<file path="config.mk">
export PLATFORM = sky130hd
export DESIGN_NAME = emergency_request_arbiter
export DESIGN_NICKNAME = d
export VERILOG_FILES = /design/src/rtl/emergency_request_arbiter.sv
export SDC_FILE = /design/constraint.sdc
export NUM_CORES = 1
export LEC_CHECK = 0
export ABC_AREA = 1
export BUFFER_PORTS_ARGS = -buffer_cell sky130_fd_sc_hd__buf_2
export CAP_MARGIN = 20
export CORE_MARGIN = 1
export CORE_UTILIZATION = 60
export DETAILED_ROUTE_END_ITERATION = 7
export PLACE_DENSITY = 0.75
export RECOVER_POWER = 25
export SLEW_MARGIN = 10
export SYNTH_ARGS = -nofsm -noshare
export SYNTH_HDL_FRONTEND = slang
export SYNTH_SLANG_ARGS = --single-unit
</file>
<file path="constraint.sdc">
create_clock -name clk -period 5.8 [get_ports clk]
set_input_delay 0.29 -clock clk [delete_from_list [all_inputs] [get_ports clk]]
set_output_delay 0.29 -clock clk [all_outputs]
set_load 0.02 [all_outputs]
</file>
<file path="src/rtl/emergency_request_arbiter.sv">
// emergency_request_arbiter: syncs/debounces emergency sensors and grants one side at a time with hold, gap and cooldown limits
module emergency_request_arbiter #(
  parameter int DEBOUNCE = 3,
  parameter int HOLD_MIN = 10,
  parameter int HOLD_MAX = 30,
  parameter int GAP_CYC  = 2,
  parameter int COOLDOWN = 20,
  parameter int CW       = 8
) (
  input  logic clk,
  input  logic reset,
  input  logic Sensor_Left,
  input  logic Sensor_Right,
  output logic Emergency_Left,
  output logic Emergency_Right,
  output logic Pending_Left,
  output logic Pending_Right,
  output logic Timeout,
  output logic Active
);
  typedef enum logic [1:0] {IDLE, GRANT_L, GRANT_R, GAP} state_t;
  state_t state, next, idle_next;
  logic [1:0] sync_l, sync_r;
  logic [CW-1:0] db_l, db_r, db_l_n, db_r_n, cd_l, cd_r, hold, gap;
  logic qual_l, qual_r, qual_l_n, qual_r_n, el_l, el_r, rr, granted, done, leave;
  always_comb begin
    db_l_n    = (sync_l[1] == qual_l || db_l == CW'(DEBOUNCE - 1)) ? '0 : db_l + 1'b1;
    db_r_n    = (sync_r[1] == qual_r || db_r == CW'(DEBOUNCE - 1)) ? '0 : db_r + 1'b1;
    qual_l_n  = (sync_l[1] != qual_l && db_l == CW'(DEBOUNCE - 1)) ? sync_l[1] : qual_l;
    qual_r_n  = (sync_r[1] != qual_r && db_r == CW'(DEBOUNCE - 1)) ? sync_r[1] : qual_r;
    // a side becomes grantable on the cycle its cooldown drains, giving exactly COOLDOWN low cycles
    el_l      = qual_l && cd_l <= CW'(1);
    el_r      = qual_r && cd_r <= CW'(1);
    idle_next = (el_l && (!el_r || !rr)) ? GRANT_L : el_r ? GRANT_R : IDLE;
    granted   = state == GRANT_L || state == GRANT_R;
    done      = (hold >= CW'(HOLD_MIN) && !(state == GRANT_L ? qual_l : qual_r)) || hold == CW'(HOLD_MAX);
    leave     = granted && done;
    next      = state == IDLE ? idle_next :
                granted ? (done ? GAP : state) :
                (gap == CW'(GAP_CYC) ? idle_next : GAP);
  end
  always_ff @(posedge clk) begin
    if (reset) begin
      sync_l <= '0;
      sync_r <= '0;
      db_l <= '0;
      db_r <= '0;
      qual_l <= 1'b0;
      qual_r <= 1'b0;
      cd_l <= '0;
      cd_r <= '0;
      hold <= '0;
      gap <= '0;
      rr <= 1'b0;
      state <= IDLE;
      Emergency_Left <= 1'b0;
      Emergency_Right <= 1'b0;
      Pending_Left <= 1'b0;
      Pending_Right <= 1'b0;
      Timeout <= 1'b0;
      Active <= 1'b0;
    end else begin
      sync_l <= {sync_l[0], Sensor_Left};
      sync_r <= {sync_r[0], Sensor_Right};
      db_l <= db_l_n;
      db_r <= db_r_n;
      qual_l <= qual_l_n;
      qual_r <= qual_r_n;
      cd_l <= (leave && state == GRANT_L) ? CW'(COOLDOWN) : (cd_l != '0 ? cd_l - 1'b1 : '0);
      cd_r <= (leave && state == GRANT_R) ? CW'(COOLDOWN) : (cd_r != '0 ? cd_r - 1'b1 : '0);
      hold <= (next == GRANT_L || next == GRANT_R) ? (state == next ? hold + 1'b1 : CW'(1)) : '0;
      gap <= next == GAP ? (state == GAP ? gap + 1'b1 : CW'(1)) : '0;
      rr <= leave ? state == GRANT_L : rr;
      state <= next;
      Emergency_Left <= next == GRANT_L;
      Emergency_Right <= next == GRANT_R;
      Pending_Left <= qual_l_n && next != GRANT_L;
      Pending_Right <= qual_r_n && next != GRANT_R;
      Timeout <= leave && hold == CW'(HOLD_MAX);
      Active <= next != IDLE;
    end
  end
endmodule
</file>
==> impl_metrics.prom, run 1 <==
# TYPE chip_impl_metric gauge
chip_impl_info{name="tritoncts",value="done"} 1
chip_impl_info{name="crit-reg2reg-launch",value="hold[0]$_SDFF_PP0_"} 1
chip_impl_metric{name="grt_overflow_total",unit=""} 0
chip_impl_metric{name="power.share.sequential",unit=""} 0.435
chip_impl_metric{name="max-clock-path-buffers",unit=""} 2
chip_impl_metric{name="power.combinational.fraction",unit=""} 0.273
chip_impl_metric{name="postCtsSetupRepairBufs",unit=""} 0
chip_impl_metric{name="drt.antenna.violating_nets",unit=""} 0
chip_impl_metric{name="wire_length_after_detailed_routing",unit="um"} 4860
chip_impl_info{name="cts_root_cell",value="clkbuf_8"} 1
chip_impl_metric{name="vias",unit=""} 2223
chip_impl_metric{name="synthToLayoutAreaGrowth",unit="%"} 9.30
chip_impl_metric{name="synth.distinct_cells",unit=""} 34
chip_impl_metric{name="synth_warnings",unit=""} 0
chip_impl_metric{name="largest_stage_delay_worst_path",unit="ps"} 410
chip_impl_metric{name="wire_per_inst",unit="um"} 11.0
chip_impl_metric{name="cts_stage_hold_buffer_count",unit=""} 0
chip_impl_metric{name="port-buffer-count",unit=""} 9
chip_impl_metric{name="dpl_worst_slack",unit="ps"} 3360
chip_impl_metric{name="final-hold-violation-count",unit=""} 0
chip_impl_metric{name="p_total",unit="uW"} 1200
chip_impl_info{name="synth.area.top_cells",value="dfxtp_1 43%, ha_1 8.6%, nor2_1 7.3%, inv_1 6.2%, nand2_1 5.1%"} 1
chip_impl_info{name="hold_path_startpoint",value="Sensor_Left"} 1
chip_impl_metric{name="cp_data_required_time",unit="ps"} 6070
chip_impl_metric{name="nFillCells",unit=""} 384
chip_impl_metric{name="floorplan.die.height",unit="um"} 71.8
chip_impl_info{name="startpoint_types",value="flip-flop"} 1
chip_impl_metric{name="routabilityCongestion",unit=""} 0.916
chip_impl_metric{name="multiInputGateArea",unit="um^2"} 1440
chip_impl_metric{name="drt_pass1_iterations",unit=""} 4
chip_impl_metric{name="slew_violations",unit=""} 0
chip_impl_metric{name="synth_seq_cells",unit=""} 63
chip_impl_metric{name="detail_route.drc_violations",unit=""} 0
chip_impl_metric{name="largest_net_degree_at_the_start_of_global_routing",unit=""} 20
chip_impl_metric{name="crit_fanout",unit=""} 7
chip_impl_info{name="synth_top_area_cell",value="dfxtp_1"} 1
chip_impl_metric{name="drtIter0Drc",unit=""} 93
chip_impl_metric{name="synth_top_area_frac",unit=""} 0.432
chip_impl_metric{name="cts_inserted_buffers",unit=""} 9
chip_impl_metric{name="antenna_cells",unit=""} 0
chip_impl_metric{name="cts.sinks",unit=""} 63
chip_impl_metric{name="net-switching-power",unit="uW"} 391
chip_impl_metric{name="clk_latency",unit="ps"} 340
chip_impl_metric{name="critPathBufInv",unit=""} 2
chip_impl_metric{name="place.detailed.hpwl",unit="um"} 3640
chip_impl_metric{name="grt_antenna_before_repair",unit=""} 0
chip_impl_info{name="result_of_the_run",value="complete, no violations"} 1
chip_impl_metric{name="timing.final.crit_period",unit="ps"} 2510
chip_impl_metric{name="vias_per_cell",unit=""} 5.04
chip_impl_metric{name="nNetsFinal",unit=""} 407
chip_impl_metric{name="syn-mean-instance-area",unit="um^2"} 8.00
chip_impl_metric{name="core",unit="um^2"} 4690
chip_impl_metric{name="die_w",unit="um"} 71.8
chip_impl_info{name="unrepaired_setup_endpoints_after_global_routing",value="false"} 1
chip_impl_metric{name="ctsHtreeMaxLevel",unit=""} 3
chip_impl_info{name="worst_path_dominant_cell_family",value="simple AND/OR/NAND/NOR gates"} 1
chip_impl_metric{name="post_cts_resize_count",unit=""} 0
chip_impl_metric{name="tightestPinTransition",unit="ps"} 794
chip_impl_metric{name="min_setup_slack_post_route",unit="ps"} 3290
chip_impl_info{name="cpMaxStageDelayCell",value="o21ai_0"} 1
chip_impl_metric{name="grt_pass1_vias",unit=""} 2069
chip_impl_metric{name="finalCoreUtilization",unit=""} 0.680
chip_impl_metric{name="clock.fmax",unit="MHz"} 399
chip_impl_metric{name="timing.setup.tns",unit="ps"} 0
chip_impl_metric{name="max_cap_viol_count",unit=""} 0
chip_impl_metric{name="netlist_instances",unit=""} 365
chip_impl_metric{name="power.switching_fraction",unit=""} 0.324
chip_impl_metric{name="die_area",unit="um^2"} 5150
chip_impl_metric{name="synth-seq-area-share",unit=""} 0.432
chip_impl_metric{name="maxSlewHeadroom",unit=""} 0.471
chip_impl_metric{name="final_layout_size_suffix_gt1_frac",unit=""} 0.119
chip_impl_metric{name="power.density",unit="nW/um^2"} 378
chip_impl_metric{name="internal_power",unit="uW"} 814
chip_impl_metric{name="synth_area",unit="um^2"} 2920
chip_impl_info{name="cp_cell_sequence",value="inv_1 > ha_1 > o21ai_0 > nand3_1 > nand2_1 > nand3_2 > o21ai_0 > inv_1 > ha_1 > nor2_1 > nand2_4 > nor2_2"} 1
chip_impl_info{name="worst_hold_path_type",value="in2reg"} 1
chip_impl_metric{name="skew",unit="ps"} 11.6
chip_impl_metric{name="clkSlewWorstSetupHoldPaths",unit="ps"} 70
chip_impl_metric{name="area.sequential",unit="um^2"} 1260
chip_impl_metric{name="static-leakage-power",unit="uW"} 0.00130
chip_impl_info{name="crit_start",value="hold[0]$_SDFF_PP0_"} 1
chip_impl_metric{name="row_count",unit=""} 25
chip_impl_metric{name="synthesis.nets",unit=""} 389
chip_impl_metric{name="global_route_wire_length_before_repair",unit="um"} 8600
chip_impl_metric{name="worst_ir_drop_vdd",unit="mV"} 0.209
chip_impl_metric{name="initial_standard_cell_utilization_of_the_core",unit=""} 0.622
chip_impl_info{name="timing.critical_path.to_type",value="flip-flop"} 1
chip_impl_metric{name="io_pins",unit=""} 10
chip_impl_metric{name="report.final.setup_viol",unit=""} 0
chip_impl_metric{name="track_usage",unit=""} 0.218
chip_impl_metric{name="power_frac_clock",unit=""} 0.291
chip_impl_info{name="worstSetupPathType",value="reg2reg"} 1
chip_impl_metric{name="timing.final.crit_share",unit=""} 0.432
chip_impl_metric{name="cp_data_arrival_time",unit="ps"} 2780
[layout by cell type (no fill, tap or decap), types with 10 or more instances in the layout]
master    n
inv_1    48
nand2_1  40
nand3_1  22
nor2_1   57
nor2_2   10
dfxtp_1  63
nor3_1   11
ha_1     20
a21oi_1  20
[worst paths after layout]
check | end | slack, ps | cells after the start
worst max-delay path | hold[5]$_SDFF_PP0_ | 3290 | 12
worst min register to register | sync_l[1]$_SDFF_PP0_ | 390 | 2
worst max register to register | hold[5]$_SDFF_PP0_ | 3290 | 12
worst min-delay path | sync_l[0]$_SDFF_PP0_ | 160 | 3
[final cells by class]
| class | instances | share of cell area |
|---|---|---|
| multi-input combinational | 246 | 0.453 |
| sequential | 63 | 0.395 |
| inverter | 54 | 0.0635 |
| clock buffer | 11 | 0.0412 |
| tap | 54 | 0.0212 |
| clock inverter | 4 | 0.0149 |
| timing repair buffer | 9 | 0.0114 |
[per-layer routing]
layer	global-route usage	wire length (um)
met1	0.256	2310
met2	0.364	2310
met3	0.0506	115
met4	0.131	122
met5	0	0
[registers in the layout, summed over array words and instances (netlist names)]
signal / cells
sync_l: 2
Active: 1
Emergency_Right: 1
sync_r: 2
Emergency_Left: 1
Pending_Left: 1
state: 2
cd_l: 8
qual_r: 1
Timeout: 1
hold: 8
qual_l: 1
cd_r: 8
Pending_Right: 1
db_r: 8
rr: 1
gap: 8
db_l: 8
[cell usage after synthesis, drive strengths merged]
library cell   n
a31oi          1
nor3b          8
nand3         26
clkbuf         1
nor3          12
o21ai          8
and2           2
o21bai         2
o22ai          2
and3           1
ha            20
nand4          5
xor2           9
nor2          69
buf            1
inv           53
xnor2          6
nor4           5
a21oi         20
nand2         46
clkinv         1
dfxtp         63
or2            4
[tightest hold or removal path: cells and delay by family]
family	cells	cell delay [ps]
AND/OR/NAND/NOR	1	60
buffers and inverters	2	110
[through the flow]
stage	std cells	cell area [um^2]	hold WS [ps]
after floorplan	365	2920	388
after global placement	426	3020	389
after detailed placement	426	3020	392
after CTS	441	3200	150
after global routing	441	3190	165
final	441	3190	158
[power groups by stage]
stage	registers, uW	clock network (uW)	logic, uW
floorplan	531	0	274
global placement	532	0	325
detailed placement	534	0	332
CTS	524	361	335
global route	530	377	387
finish	524	351	329
[kinds of logic (layout without fill, tap and decap cells)]
family,count (synthesis),after routing,share of synthesized area
and+or+nand+nor,178,178,0.299
DFF,63,63,0.432
buffers and inverters,56,78,0.0733
AOI/OAI and AO/OA,33,33,0.0647
adders and majority gates,20,20,0.0857
xor gates and xnor gates,15,15,0.0450
Note: power is estimated with default switching activity, not from simulation.
==> inputs of run 2 (changes only) <==
Clock period 5.8 ns to 2.4 ns, I/O delays scaled along.
==> impl_metrics.prom, run 2 (synthesis gave the netlist of run 1 again) <==
# TYPE chip_impl_metric gauge
chip_impl_info{name="result_of_the_run",value="complete, no violations"} 1
chip_impl_metric{name="track_usage",unit=""} 0.217
chip_impl_metric{name="static-leakage-power",unit="uW"} 0.00134
chip_impl_metric{name="max-clock-path-buffers",unit=""} 2
chip_impl_metric{name="max_cap_viol_count",unit=""} 0
chip_impl_metric{name="initial_standard_cell_utilization_of_the_core",unit=""} 0.622
chip_impl_metric{name="crit_fanout",unit=""} 7
chip_impl_metric{name="timing.setup.tns",unit="ps"} 0
chip_impl_metric{name="largest_net_degree_at_the_start_of_global_routing",unit=""} 20
chip_impl_metric{name="timing.final.crit_period",unit="ps"} 2210
chip_impl_metric{name="nFillCells",unit=""} 386
chip_impl_metric{name="slew_violations",unit=""} 0
chip_impl_metric{name="power_frac_clock",unit=""} 0.326
chip_impl_metric{name="ff2ff_path_depth",unit=""} 12
chip_impl_metric{name="global_route_wire_length_before_repair",unit="um"} 8550
chip_impl_metric{name="grt_pass1_vias",unit=""} 2076
chip_impl_metric{name="die_area",unit="um^2"} 5150
chip_impl_metric{name="drtIter0Drc",unit=""} 80
chip_impl_metric{name="routabilityCongestion",unit=""} 0.808
chip_impl_metric{name="detail_route.drc_violations",unit=""} 0
chip_impl_metric{name="min_setup_slack_post_route",unit="ps"} 188
chip_impl_metric{name="internal_power",unit="uW"} 2130
chip_impl_metric{name="worst_ir_drop_vdd",unit="mV"} 0.470
chip_impl_metric{name="synthToLayoutAreaGrowth",unit="%"} 12.3
chip_impl_info{name="layout_common_cells",value="61 x dfxtp_1, 56 x nor2_1, 48 x inv_1"} 1
chip_impl_metric{name="drt.antenna.violating_nets",unit=""} 0
chip_impl_metric{name="report.final.setup_viol",unit=""} 0
chip_impl_metric{name="clk_latency",unit="ps"} 340
chip_impl_metric{name="floorplan.die.height",unit="um"} 71.8
chip_impl_info{name="cts_root_cell",value="clkbuf_8"} 1
chip_impl_metric{name="cts_inserted_buffers",unit=""} 9
chip_impl_metric{name="vias",unit=""} 2231
chip_impl_metric{name="place.detailed.hpwl",unit="um"} 3600
chip_impl_metric{name="ff_to_ff_setup_slack",unit="ps"} 190
chip_impl_metric{name="power.density",unit="nW/um^2"} 950
chip_impl_metric{name="detailed_place.area",unit="um^2"} 3030
chip_impl_metric{name="dpl_worst_slack",unit="ps"} 44.0
chip_impl_metric{name="wire_per_inst",unit="um"} 11.2
chip_impl_metric{name="power.switching_fraction",unit=""} 0.317
chip_impl_metric{name="net-switching-power",unit="uW"} 987
chip_impl_info{name="timing.critical_path.to_type",value="flip-flop"} 1
chip_impl_metric{name="cts.sinks",unit=""} 63
chip_impl_metric{name="clock.fmax",unit="MHz"} 452
chip_impl_metric{name="p_total",unit="uW"} 3110
chip_impl_metric{name="tightestPinTransition",unit="ps"} 355
chip_impl_metric{name="postCtsSetupRepairBufs",unit=""} 0
chip_impl_metric{name="cp_data_required_time",unit="ps"} 2680
chip_impl_metric{name="vias_per_cell",unit=""} 5.01
chip_impl_metric{name="power.share.sequential",unit=""} 0.407
chip_impl_metric{name="antenna_cells",unit=""} 0
chip_impl_metric{name="grt_overflow_total",unit=""} 0
chip_impl_metric{name="timing.hold.worst_path_depth",unit=""} 2
chip_impl_info{name="worstSetupPathType",value="reg2reg"} 1
chip_impl_info{name="endpoint",value="hold[4]$_SDFF_PP0_"} 1
chip_impl_info{name="crit-reg2reg-launch",value="state[0]$_SDFF_PP0_"} 1
chip_impl_metric{name="core",unit="um^2"} 4690
chip_impl_metric{name="wire_length_after_detailed_routing",unit="um"} 4980
chip_impl_metric{name="row_count",unit=""} 25
chip_impl_metric{name="port-buffer-count",unit=""} 9
chip_impl_metric{name="io_pins",unit=""} 10
chip_impl_info{name="layout.cells.most_common",value="dfxtp_1"} 1
chip_impl_metric{name="final-hold-violation-count",unit=""} 0
chip_impl_info{name="tritoncts",value="done"} 1
chip_impl_metric{name="numPlacedInstances",unit=""} 427
chip_impl_metric{name="final_layout_size_suffix_gt1_frac",unit=""} 0.138
chip_impl_info{name="crit_start",value="state[0]$_SDFF_PP0_"} 1
chip_impl_metric{name="final_design_area_no_fill",unit="um^2"} 3280
chip_impl_info{name="startpoint_types",value="flip-flop"} 1
chip_impl_metric{name="power.combinational.fraction",unit=""} 0.267
chip_impl_metric{name="timing.final.crit_share",unit=""} 0.922
chip_impl_metric{name="drt_pass1_iterations",unit=""} 5
chip_impl_metric{name="maxSlewHeadroom",unit=""} 0.764
chip_impl_metric{name="cp_data_arrival_time",unit="ps"} 2490
chip_impl_info{name="r2r_end",value="hold[4]$_SDFF_PP0_"} 1
chip_impl_metric{name="skew",unit="ps"} 8.72
chip_impl_metric{name="final_cells",unit=""} 445
chip_impl_metric{name="grt_antenna_before_repair",unit=""} 0
chip_impl_info{name="worst_hold_path_type",value="in2reg"} 1
chip_impl_metric{name="clkSlewWorstSetupHoldPaths",unit="ps"} 70
chip_impl_metric{name="nNetsFinal",unit=""} 410
chip_impl_metric{name="ctsHtreeMaxLevel",unit=""} 3
chip_impl_metric{name="die_w",unit="um"} 71.8
==> run 2: cell types whose count changed in the layout (fill, tap and decap cells not counted), sizes merged <==
| cell | change |
|---|---|
| dlygate4sd3 | +2 |
| buf | +2 |
| clkbuf | -1 |
| bufinv | +1 |
==> run 2: worst min-delay path by stage <==
stage / startpoint / endpoint / slack [ps]
2_1_floorplan: Sensor_Left / sync_l[0]$_SDFF_PP0_ / 230
3_3_place_gp: Sensor_Left / sync_l[0]$_SDFF_PP0_ / 320
3_5_place_dp: Sensor_Left / sync_l[0]$_SDFF_PP0_ / 340
4_1_cts: reset / sync_r[0]$_SDFF_PP0_ / 140
5_1_grt: reset / sync_r[0]$_SDFF_PP0_ / 160
6_report: reset / sync_r[0]$_SDFF_PP0_ / 160
==> run 2: power by group through the flow <==
stage                     Sequential (uW)  Combinational (uW)  Clock [uW]
after floorplan                      1280                 663           0
after global placement               1290                 790           0
after detailed placement             1290                 814           0
after CTS                            1270                 821        1030
after global routing                 1280                 957        1080
final                                1270                 830        1020
==> run 2: worst max-delay path, stage by stage (launching register included) <==
cell and delay, ps:
dfxtp_2 370, inv_1 90, ha_1 290, inv_1 120
nand3_1 140, o21bai_4 200, nand2_2 90, o21ai_1 110
inv_1 90, ha_1 320, nor2_4 140, nand2_4 110
nor2_2 90
==> run 2: cell type report <==
| type | count | area [um^2] | area share |
|---|---|---|---|
| clock buffers | 11 | 141 | 0.0431 |
| clock inverters | 5 | 81.3 | 0.0248 |
| inverters | 54 | 203 | 0.0618 |
| multi-input cells | 246 | 1460 | 0.444 |
| flip-flops and latches | 63 | 1260 | 0.385 |
| well taps | 54 | 67.6 | 0.0206 |
| repair buffers | 12 | 65.1 | 0.0198 |
==> run 2: stage by stage <==
stage | util | hold slack, ps
floorplan | - | 227
global placement | 0.645 | 322
detailed placement | 0.645 | 339
CTS | 0.697 | 137
global route | 0.699 | 164
finish | 0.699 | 157
==> run 2: routing by layer <==
metal	part of all wire	GRT usage	vias to the layer above	routed length (um)
met5	0	0	-	0
met4	0.023	0.124	0	115
met3	0.027	0.0506	10	133
met2	0.47	0.363	26	2340
met1	0.48	0.257	990	2390
li1	-	-	1205	-
==> run 2: repair_timing <==
action,CTS,global route
hold buffers,2,0
gates resized for setup,0,6
endpoints found under the setup margin,0,11
hold endpoints to repair,2,0
